$ cat src/rtl/mux8_scan_ctrl.sv
// Round-robin scanner for an 8:1 mux: selects a requesting channel, waits a
// programmable settle time, captures the mux byte and offers it on valid/ready.
//
// state  | meaning
// -------+-----------------------------------------------------------
// IDLE   | not scanning; sel keeps its last value
// SETTLE | sel driven to the committed channel, dwell counter running
// HOLD   | captured byte presented, waiting for out_ready
module mux8_scan_ctrl #(
    parameter int DW    = 8,
    parameter int DWELL = 1
) (
    input  logic          clk,
    input  logic          rst_n,
    input  logic          en,
    input  logic [7:0]    req,
    input  logic [DW-1:0] mux_y,
    output logic [2:0]    sel,
    output logic [DW-1:0] out_data,
    output logic [2:0]    out_ch,
    output logic          out_valid,
    input  logic          out_ready,
    output logic          busy
);

    typedef enum logic [1:0] {
        IDLE   = 2'd0,
        SETTLE = 2'd1,
        HOLD   = 2'd2
    } state_t;

    localparam logic [3:0] CNT_INIT = 4'(DWELL - 1);

    state_t        state_q, state_d;
    logic [3:0]    cnt_q,   cnt_d;
    logic [2:0]    ptr_q,   ptr_d;
    logic [2:0]    sel_q,   sel_d;
    logic [DW-1:0] data_q,  data_d;
    logic [2:0]    ch_q,    ch_d;
    logic          valid_q, valid_d;

    logic [2:0]    pick_ch;
    logic          pick_found;
    logic [2:0]    pick_idx;

    // Search starts just after the last-served channel; i=8 wraps onto ptr itself.
    always_comb begin
        pick_ch    = ptr_q;
        pick_found = 1'b0;
        pick_idx   = 3'd0;
        for (int i = 1; i <= 8; i++) begin
            pick_idx = ptr_q + 3'(i);
            if (!pick_found && req[pick_idx]) begin
                pick_ch    = pick_idx;
                pick_found = 1'b1;
            end
        end
    end

    always_comb begin
        state_d = state_q;
        cnt_d   = cnt_q;
        ptr_d   = ptr_q;
        sel_d   = sel_q;
        data_d  = data_q;
        ch_d    = ch_q;
        valid_d = valid_q;
        case (state_q)
            IDLE: begin
                if (en && (req != 8'd0)) begin
                    sel_d   = pick_ch;
                    cnt_d   = CNT_INIT;
                    state_d = SETTLE;
                end
            end
            SETTLE: begin
                if (cnt_q != 4'd0) begin
                    cnt_d = cnt_q - 4'd1;
                end else begin
                    data_d  = mux_y;
                    ch_d    = sel_q;
                    valid_d = 1'b1;
                    ptr_d   = sel_q;
                    state_d = HOLD;
                end
            end
            HOLD: begin
                if (valid_q && out_ready) begin
                    valid_d = 1'b0;
                    if (en && (req != 8'd0)) begin
                        sel_d   = pick_ch;
                        cnt_d   = CNT_INIT;
                        state_d = SETTLE;
                    end else begin
                        state_d = IDLE;
                    end
                end
            end
            default: state_d = IDLE;
        endcase
    end

    always_ff @(posedge clk or negedge rst_n) begin
        if (!rst_n) begin
            state_q <= IDLE;
            cnt_q   <= 4'd0;
            ptr_q   <= 3'd7;
            sel_q   <= 3'd0;
            data_q  <= '0;
            ch_q    <= 3'd0;
            valid_q <= 1'b0;
        end else begin
            state_q <= state_d;
            cnt_q   <= cnt_d;
            ptr_q   <= ptr_d;
            sel_q   <= sel_d;
            data_q  <= data_d;
            ch_q    <= ch_d;
            valid_q <= valid_d;
        end
    end

    assign sel       = sel_q;
    assign out_data  = data_q;
    assign out_ch    = ch_q;
    assign out_valid = valid_q;
    assign busy      = (state_q != IDLE);

endmodule

$ cat config.mk
export PLATFORM = sky130hd
export DESIGN_NAME = mux8_scan_ctrl
export DESIGN_NICKNAME = d
export VERILOG_FILES = /design/src/rtl/mux8_scan_ctrl.sv
export SDC_FILE = /design/constraint.sdc
export NUM_CORES = 1
export LEC_CHECK = 0
export BUFFER_PORTS_ARGS = -buffer_cell sky130_fd_sc_hd__buf_2
export CAP_MARGIN = 5
export CORE_MARGIN = 10
export CORE_UTILIZATION = 40
export DETAILED_ROUTE_END_ITERATION = 10
export HOLD_SLACK_MARGIN = 0.1
export MAX_ROUTING_LAYER = met4
export PLACE_DENSITY = 0.64
export SYNTH_ARGS = -nofsm -noshare
export SYNTH_HDL_FRONTEND = slang
export SYNTH_SLANG_ARGS = --single-unit
$ cat constraint.sdc
create_clock -name clk -period 4.2 [get_ports clk]
set_clock_uncertainty 0.2 [all_clocks]
set_input_delay 0.21 -clock clk [delete_from_list [all_inputs] [get_ports clk]]
set_output_delay 0.21 -clock clk [all_outputs]
set_load 0.005 [all_outputs]
==> results.toml, run 1 <==
[outcome]
status = "finished, final reports clean"

[cells_and_area]
nets = 256
areaGrowthSynthToFinish_pct = 19.1
diodes = 0
fill_cells = 430
fin_util_pct = 50.0
drive_gt1_share_pct = 28.9

[global_route]
antenna_found_initial = 0
grt_pass1_vias = 1718
grt_pass1_wl_um = 8160
track_usage_pct = 13.3
grt-ovfl-total = 0
grt_max_degree = 25

[pwr]
p_sw_share_pct = 45.4
power_density_nw_per_um2 = 865
switching_power_w = 0.000872
p_seq_share_pct = 23.6
comb_power_share_pct = 65.8
p_leak_nw = 1.02
power_w = 0.00192
p_clk_share_pct = 10.5
power.internal_w = 0.00105
peakVddDrop_mv = 0.393

[worst_setup_path]
cp_slowest_cell = "dfstp_2"
worst_setup_path_end_kind = "flip-flop"
slowest_delay_ns = 0.74
cp_num_buf_inv = 1
r2r_cells = 8
cp_num_cells = 8
cp_top_family = "multiplexers"
crit_path_start_kind = "flip-flop"
crit_fanout = 15
required_ns = 4.17
crit_arrival_ns = 3.60
path_cells = "inv_2 -> ha_1 -> mux4_2 -> mux2i_4 -> nand4_4 -> a2111oi_2 -> nor2_1 -> a22o_1"
path_class = "flip-flop to flip-flop"

[logic_synthesis]
synthArstFlopShare_pct = 100
yosysTopAreaCellShare_pct = 28.2
ys_types = 51
synth_area_leaders = "dfrtp_1, mux4_2, nand2_1, mux2i_1, dfstp_2"
synth_compound_area_share_pct = 13.5
synthCells = 191
ys_warn_count = 0
syn_avg_cell_area_um2 = 9.77
synth_adder_area_share_pct = 2.01
syn-num-nets = 214
ys_seq_elements = 24
synth_edf_count = 0
synthMuxAreaShare_pct = 25.0
synth-xor-area-share_pct = 1.88
netlist_area_um2 = 1870
yosys_most_used_dff = "dfrtp_1"
synthSimpleGateAreaFrac_pct = 20.6
synth_top_family_by_area = "multiplexers"
ys_seq_area_share_pct = 32.4
yosysTopAreaCell = "dfrtp_1"

[sta]
report.final.slew_viol_count = 0
final_hold_viol_count = 0
fin_crit_ns = 3.63
maxSlewHeadroom_pct = 59.3
final.setup.tns_ns = 0
fmax_ghz = 0.275
fin_crit_sh_pct = 86.5
finalSetupViolations = 0
rsz0062_at_grt = "false"
max_slew.worst_pin.slew_ns = 0.610

[floorplanning]
rows = 24
coreArea_um2 = 4440
io_pins = 36
die_w_um = 88.3
fp.dieH_um = 88.3
start_util_pct = 42.0
dieArea_um2 = 7800

[clock_network]
cts_tree = "yes"
cts_root_buffer = "clkbuf_8"
cts.sinks = 24
cts.path.max_buffers = 2
clkTransAtPathRegs_ns = 0.09
cts_made_buffers = 3
clkLatencyLatePin_ns = 0.27
post_cts_buffers = 0
h-tree-depth = 1

[route]
ant_nets = 0
wl_per_cell_um = 16.2
drc_errors = 0
totalWireLength_um = 4600
vias = 1611
vias_per_cell = 5.67
drt_iter0_markers = 171
first_pass_iters = 4

[place]
hpwl_um = 3420
globalplace.congestion = 0.893
portBuffers = 35

[run]
max_cap_viol_count = 0

[min_path]
hold_path_class = "input port to asynchronous set/reset pin"
[worst paths after layout]
kind / slack (ns) / to / start
max: 0.57 / sel[2]$_DFFE_PN0P_ / ptr_q[0]$_DFFE_PN1P_
min: 0.25 / out_data[4]$_DFFE_PN0P_ / rst_n
max reg2reg: 0.57 / sel[2]$_DFFE_PN0P_ / ptr_q[0]$_DFFE_PN1P_
min reg2reg: 0.28 / out_data[3]$_DFFE_PN0P_ / out_data[3]$_DFFE_PN0P_
max in group asynchronous: 3.17 / ptr_q[0]$_DFFE_PN1P_ / rst_n
min in group clk: 0.28 / out_data[3]$_DFFE_PN0P_ / out_data[3]$_DFFE_PN0P_
[Yosys cell counts, types with 4 or more instances]
cell type	number
mux4_2	9
mux2i_1	8
o21ai_0	8
nand2_1	52
nor2_1	7
mux2_2	5
dfrtp_1	21
inv_1	5
nand3b_1	4
nand3_1	9
[repair_timing]
action,CTS,global route
hold buffers,10,0
endpoints found under the hold margin,34,0
resized for setup,0,0
[placed cells by master, fill, tap and decap left out, types with 2 or more instances in the layout]
cell type	n
a211o_1	3
buf_2	35
xnor2_1	2
a21oi_1	3
xor2_1	2
mux4_2	9
mux2_1	3
dlygate4sd3_1	10
mux2_2	5
mux2i_4	3
dfrtp_1	21
nand2_1	52
nor4_1	3
nor2_1	7
inv_1	5
clkbuf_8	3
ha_1	3
dfstp_2	3
nand3_1	9
nand3b_1	4
o211ai_1	2
o21ai_0	8
mux2i_1	8
[logic make-up after synthesis]
family	Yosys count
compound gates	33
fa+ha+maj	3
buf+inv	15
xor+xnor	4
simple gates	83
flops	24
mux	29
[worst register-to-register path, cell delays in order (launching register included)]
cell,delay (ns)
dfstp_2,0.74
inv_2,0.13
ha_1,0.71
mux4_2,0.69
mux2i_4,0.27
nand4_4,0.17
a2111oi_2,0.36
nor2_1,0.07
a22o_1,0.21
[area by class of cell]
class | instances | area (µm²) | area share, %
sequential | 24 | 604 | 27.2
multi-input combinational | 152 | 1180 | 53.0
clock inverter | 1 | 30.0 | 1.35
tap | 52 | 65.1 | 2.93
clock buffer | 3 | 41.3 | 1.86
timing repair buffer | 46 | 283 | 12.7
inverter | 6 | 22.5 | 1.01
[registers in the layout, indices dropped and copies added (netlist names)]
name / count
out_valid: 1
state_q: 2
sel: 3
out_data: 8
cnt_q: 4
ptr_q: 3
out_ch: 3
[through the flow]
stage / worst slack, ns / hold WS (ns) / cells / area [µm²]
6_report: 0.566 / 0.253 / 284 / 2220
4_1_cts: 0.561 / 0.264 / 284 / 2220
2_1_floorplan: 0.886 / -0.286 / 191 / 1870
3_5_place_dp: 0.584 / 0.0250 / 270 / 2050
5_1_grt: 0.373 / 0.286 / 284 / 2220
3_3_place_gp: 0.633 / 0.0211 / 270 / 2050
[power groups by stage]
| stage | registers, W | clock network [W] | logic (W) |
|---|---|---|---|
| floorplan | 0.000432 | 0 | 0.00102 |
| global placement | 0.000459 | 0 | 0.00125 |
| detailed placement | 0.000460 | 0 | 0.00125 |
| CTS | 0.000456 | 0.000209 | 0.00126 |
| global route | 0.000478 | 0.000220 | 0.00141 |
| finish | 0.000455 | 0.000203 | 0.00127 |
[routing by layer]
metal / part of all wire, % / vias to the layer above / wire, µm / global-route usage [%]
li1: - / 782 / - / -
met3: 4.4 / 6 / 200 / 2.48
met1: 42 / 782 / 1940 / 15.0
met5: 0 / - / 0 / -
met2: 52 / 41 / 2380 / 22.8
met4: 1.6 / 0 / 73 / 5.29
No activity file was read; power rests on OpenSTA's default activity.
==> inputs of run 2 (changes only) <==
--- a/config.mk
+++ b/config.mk
@@ -12,7 +12,7 @@
 export DETAILED_ROUTE_END_ITERATION = 10
 export HOLD_SLACK_MARGIN = 0.1
 export MAX_ROUTING_LAYER = met4
-export PLACE_DENSITY = 0.64
+export PLACE_DENSITY = 0.66
 export SYNTH_ARGS = -nofsm -noshare
 export SYNTH_HDL_FRONTEND = slang
 export SYNTH_SLANG_ARGS = --single-unit
==> constraint.sdc (replaced) <==
create_clock -name clk -period 3.31 [get_ports clk]
set_clock_uncertainty 0.2 [all_clocks]
set_input_delay 0.1655 -clock clk [delete_from_list [all_inputs] [get_ports clk]]
set_output_delay 0.1655 -clock clk [all_outputs]
set_load 0.005 [all_outputs]
==> run 2 against run 1 <==
Net effect: worst hold slack worse by 0.058 ns; combinational power up 31%; via count down 0.50%; worst setup slack worse by 0.34 ns; utilization rose by 0.73 points; wire length shrank 1.7%; critical path type unchanged; total power grew 29%; first-iteration DRC count decreased by 8.2%; die area stayed put; count of clock-buffer cells in the layout is the same; clock power increased by 27%; sequential share of layout area decreased by 0.39 points.
==> results.toml, run 2 (synthesized netlist as in run 1, its figures left out) <==
[clock_network]
cts_made_buffers = 3
h-tree-depth = 1
cts.path.max_buffers = 2
clkTransAtPathRegs_ns = 0.09
cts.sinks = 24
cts_tree = "yes"
clkLatencyLatePin_ns = 0.27
cts_root_buffer = "clkbuf_8"

[place]
preCtsSetupSlack_ns = 0.139
globalplace.congestion = 0.871
hpwl_um = 3400
portBuffers = 35

[sta]
fin_crit_sh_pct = 93.1
rsz0062_at_grt = "false"
final_hold_viol_count = 0
maxSlewHeadroom_pct = 62.3
timing.final.ws_setup_ns = 0.228
fmax_ghz = 0.324
report.final.slew_viol_count = 0
fin_crit_ns = 3.08
max_slew.worst_pin.slew_ns = 0.563
finalSetupViolations = 0
final.setup.tns_ns = 0

[worst_setup_path]
r2r_start = "ptr_q[0]$_DFFE_PN1P_"
crit_fanout = 11
cp_num_buf_inv = 1
cp_slowest_cell = "mux4_2"
slowest_delay_ns = 0.63
startpoint = "ptr_q[0]$_DFFE_PN1P_"
crit_arrival_ns = 3.05
crit_path_start_kind = "flip-flop"
required_ns = 3.28
worst_setup_path_end_kind = "flip-flop"
cp_top_family = "multiplexers"
path_class = "flip-flop to flip-flop"
path_cells = "inv_2 -> ha_2 -> mux4_2 -> mux2i_4 -> nand4_4 -> a2111oi_2 -> nor2_1 -> a22o_1"

[pwr]
comb_power_share_pct = 67.2
p_seq_share_pct = 22.4
p_leak_nw = 1.04
power.internal_w = 0.00138
power_w = 0.00248
p_clk_share_pct = 10.4
switching_power_w = 0.00110
peakVddDrop_mv = 0.563
p_sw_share_pct = 44.4
power_density_nw_per_um2 = 1100

[cells_and_area]
fill_cells = 415
nets = 260
areaGrowthSynthToFinish_pct = 20.8
layout_common_cells = "nand2_1, buf_2, dfrtp_1"
fin_util_pct = 50.8
diodes = 0
largest_register_ffs = 8
drive_gt1_share_pct = 30.5
final_common_cell = "nand2_1"

[global_route]
grt_pass1_wl_um = 7670
grt_pass1_vias = 1606
track_usage_pct = 12.6
antenna_found_initial = 0
grt_max_degree = 25
grt-ovfl-total = 0

[floorplanning]
die_w_um = 88.3
io_pins = 36
rows = 24
start_util_pct = 42.0
dieArea_um2 = 7800
coreArea_um2 = 4440
fp.dieH_um = 88.3

[route]
met2_length_um = 2350
drc_errors = 0
met1Wirelength_um = 1910
vias_per_cell = 5.57
route.met3.wl_um = 171
totalWireLength_um = 4520
wl_per_cell_um = 15.7
top_layer_used = "met4"
ant_nets = 0
first_pass_iters = 4
drt_iter0_markers = 157
vias = 1603

[min_path]
hold_path_class = "input port to asynchronous set/reset pin"

[outcome]
status = "finished, final reports clean"

[run]
max_cap_viol_count = 0
-- run 2: changes by cell type in the layout (fill, tap and decap cells not counted) --
cell	previous run	this run
ha_1	3	2
buf_4	1	5
ha_2	0	1
-- run 2: layout make-up --
type | count | area [µm²] | area share [%]
Timing Repair Buffer | 50 | 313 | 13.9
Tap cell | 52 | 65.1 | 2.88
Sequential cell | 24 | 604 | 26.8
Clock inverter | 1 | 30.0 | 1.33
Multi-Input combinational cell | 152 | 1180 | 52.3
Clock buffer | 3 | 41.3 | 1.83
Inverter | 6 | 22.5 | 0.998
-- run 2: power groups by stage --
stage,registers (W),clock network [W],logic [W]
final,0.000556,0.000258,0.00167
after global routing,0.000578,0.000275,0.00185
after CTS,0.000556,0.000263,0.00167
after detailed placement,0.000560,0,0.00166
after global placement,0.000559,0,0.00164
after floorplan,0.000548,0,0.00130
-- run 2: through the flow --
stage	hold slack (ns)	cell area, µm²	cells
after CTS	0.210	2250	288
final	0.195	2260	288
after floorplan	-0.330	1870	191
after global placement	-0.0270	2080	274
after global routing	0.261	2260	288
after detailed placement	-0.0234	2080	274
-- run 2: worst paths after layout --
check	to	slack, ns	depth (start not counted)
hold reg to reg	out_data[7]$_DFFE_PN0P_	0.27	2
min in group clk	out_data[7]$_DFFE_PN0P_	0.27	2
max in group asynchronous	ptr_q[0]$_DFFE_PN1P_	2.34	2
hold / removal	out_ch[1]$_DFFE_PN0P_	0.19	2
setup / recovery	sel[2]$_DFFE_PN0P_	0.23	8
setup reg to reg	sel[2]$_DFFE_PN0P_	0.23	8
-- run 2: timing repair --
| item | CTS | global route |
|---|---|---|
| hold endpoints to repair | 34 | 0 |
| gates resized for setup | 0 | 1 |
| setup buffers | 0 | 0 |
| endpoints found under the setup margin | 0 | 1 |
| hold buffers | 10 | 0 |
-- run 2: metal layers --
layer | track usage [%] | vias to the layer above
met1 | 14.5 | 756
li1 | - | 793
met3 | 2.39 | 9
met4 | 4.41 | 0
met5 | - | -
met2 | 21.5 | 45
==> inputs of run 3 (changes only) <==
--- a/config.mk
+++ b/config.mk
@@ -10,9 +10,9 @@
 export CORE_MARGIN = 10
 export CORE_UTILIZATION = 40
 export DETAILED_ROUTE_END_ITERATION = 10
-export HOLD_SLACK_MARGIN = 0.1
+export HOLD_SLACK_MARGIN = 0.05
 export MAX_ROUTING_LAYER = met4
-export PLACE_DENSITY = 0.66
+export PLACE_DENSITY = 0.69
 export SYNTH_ARGS = -nofsm -noshare
 export SYNTH_HDL_FRONTEND = slang
 export SYNTH_SLANG_ARGS = --single-unit
==> run 3 against run 2 <==
Net effect: die area stayed put; sequential share of layout area hardly changed; combinational power hardly changed; clock power hardly changed; register-to-register slack worse by 0.02 ns; worst setup slack worse by 0.018 ns; design area is 0.11% lower; global-route usage is 0.83 points lower; sequential power is 0.9% lower; count of clock-buffer cells in the layout stayed put; worst hold slack better by 0.00063 ns.
==> results.toml, run 3 (synthesized netlist as in run 1, its figures left out) <==
[outcome]
status = "finished, final reports clean"

[sta]
maxSlewHeadroom_pct = 63.3
fin_crit_sh_pct = 93.7
finalSetupViolations = 0
report.final.slew_viol_count = 0
final_hold_viol_count = 0
fmax_ghz = 0.323
max_slew.worst_pin.slew_ns = 0.548
fin_crit_ns = 3.10
rsz0062_at_grt = "false"
final.setup.tns_ns = 0

[cells_and_area]
largest_register_ffs = 8
fin_cells = 288
fill_cells = 408
nets = 260
diodes = 0
areaGrowthSynthToFinish_pct = 20.7
final_common_cell = "nand2_1"
layout_common_cells = "nand2_1, buf_2, dfrtp_1"
drive_gt1_share_pct = 30.1

[floorplanning]
die_w_um = 88.3
fp.dieH_um = 88.3
io_pins = 36
start_util_pct = 42.0
rows = 24
coreArea_um2 = 4440
dieArea_um2 = 7800

[place]
hpwl_um = 3330
globalplace.congestion = 0.892
portBuffers = 35
dp_cells = 274

[clock_network]
cts.repair.resized = 0
post_cts_buffers = 0
h-tree-depth = 1
cts_made_buffers = 3
clkTransAtPathRegs_ns = 0.09
cts_root_buffer = "clkbuf_8"
cts_tree = "yes"
cts_hold_buf = 10
cts.path.max_buffers = 2
clkLatencyLatePin_ns = 0.27
cts.sinks = 24

[pwr]
power_w = 0.00248
peakVddDrop_mv = 0.616
p_leak_nw = 1.04
power_density_nw_per_um2 = 1100

[global_route]
grt_pass1_vias = 1550
antenna_found_initial = 0
grt-ovfl-total = 0
track_usage_pct = 11.8
grt_pass1_wl_um = 7380
grt_max_degree = 25

[worst_setup_path]
required_ns = 3.26
crit_path_start_kind = "flip-flop"
crit_fanout = 8
crit_arrival_ns = 3.05
r2r_cells = 8
worst_setup_path_end_kind = "flip-flop"
path_class = "flip-flop to flip-flop"

[run]
max_cap_viol_count = 0

[route]
vias = 1575
totalWireLength_um = 4470
ant_nets = 0
drt_iter0_markers = 121
first_pass_iters = 4
vias_per_cell = 5.47
drc_errors = 0
wl_per_cell_um = 15.5

[min_path]
hold_path_class = "input port to asynchronous set/reset pin"
## run 3: worst max-delay path, cell delays in order (launching register included)
cell and delay, ns:
dfstp_2 0.53, inv_1 0.08, ha_1 0.47, mux2_1 0.38
mux4_2 0.59, o21a_1 0.23, a211oi_2 0.21, o32ai_1 0.12
a22o_1 0.19
## run 3: worst paths after layout
kind	startpoint	endpoint	slack, ns
worst max-delay path	ptr_q[1]$_DFFE_PN1P_	sel[2]$_DFFE_PN0P_	0.21
worst min-delay path	rst_n	out_ch[2]$_DFFE_PN0P_	0.20
worst max register to register	ptr_q[1]$_DFFE_PN1P_	sel[2]$_DFFE_PN0P_	0.21
worst min register to register	out_ch[1]$_DFFE_PN0P_	out_ch[1]$_DFFE_PN0P_	0.28
max in group asynchronous	rst_n	ptr_q[1]$_DFFE_PN1P_	2.34
min in group clk	out_ch[1]$_DFFE_PN0P_	out_ch[1]$_DFFE_PN0P_	0.28
## run 3: layer usage
metal  track usage (%)  part of all wire [%]  vias up
li1                  -                     -      791
met1              15.1                    45      752
met4              2.50                  0.65        0
met5                 -                     0        -
met2              19.3                    52       26
met3              1.65                   2.4        6
## run 3: metrics by stage
step	hold slack, ns	setup slack, ns	utilization (%)	instance area, µm²
after floorplan	-0.330	0.137	-	1870
after global placement	-0.0251	0.263	46.8	2080
after detailed placement	-0.0177	0.221	46.8	2080
after CTS	0.218	0.202	50.7	2250
after global routing	0.244	0.0601	50.7	2250
final	0.195	0.210	50.7	2250
## run 3: where the power goes
group	internal (W)	switching, W	total, W
clock network	0.000162	0.0000975	0.000259
registers	0.000445	0.000107	0.000551
logic	0.000772	0.000900	0.00167
total	0.00138	0.00110	0.00248
## run 3: final cells by class
cell class / instances / area (µm²) / area share, %
Tap cell: 52 / 65.1 / 2.89
Timing Repair Buffer: 50 / 313 / 13.9
Clock inverter: 1 / 30.0 / 1.33
Clock buffer: 3 / 41.3 / 1.83
Inverter: 6 / 22.5 / 0.999
Multi-Input combinational cell: 152 / 1180 / 52.2
Sequential cell: 24 / 604 / 26.8
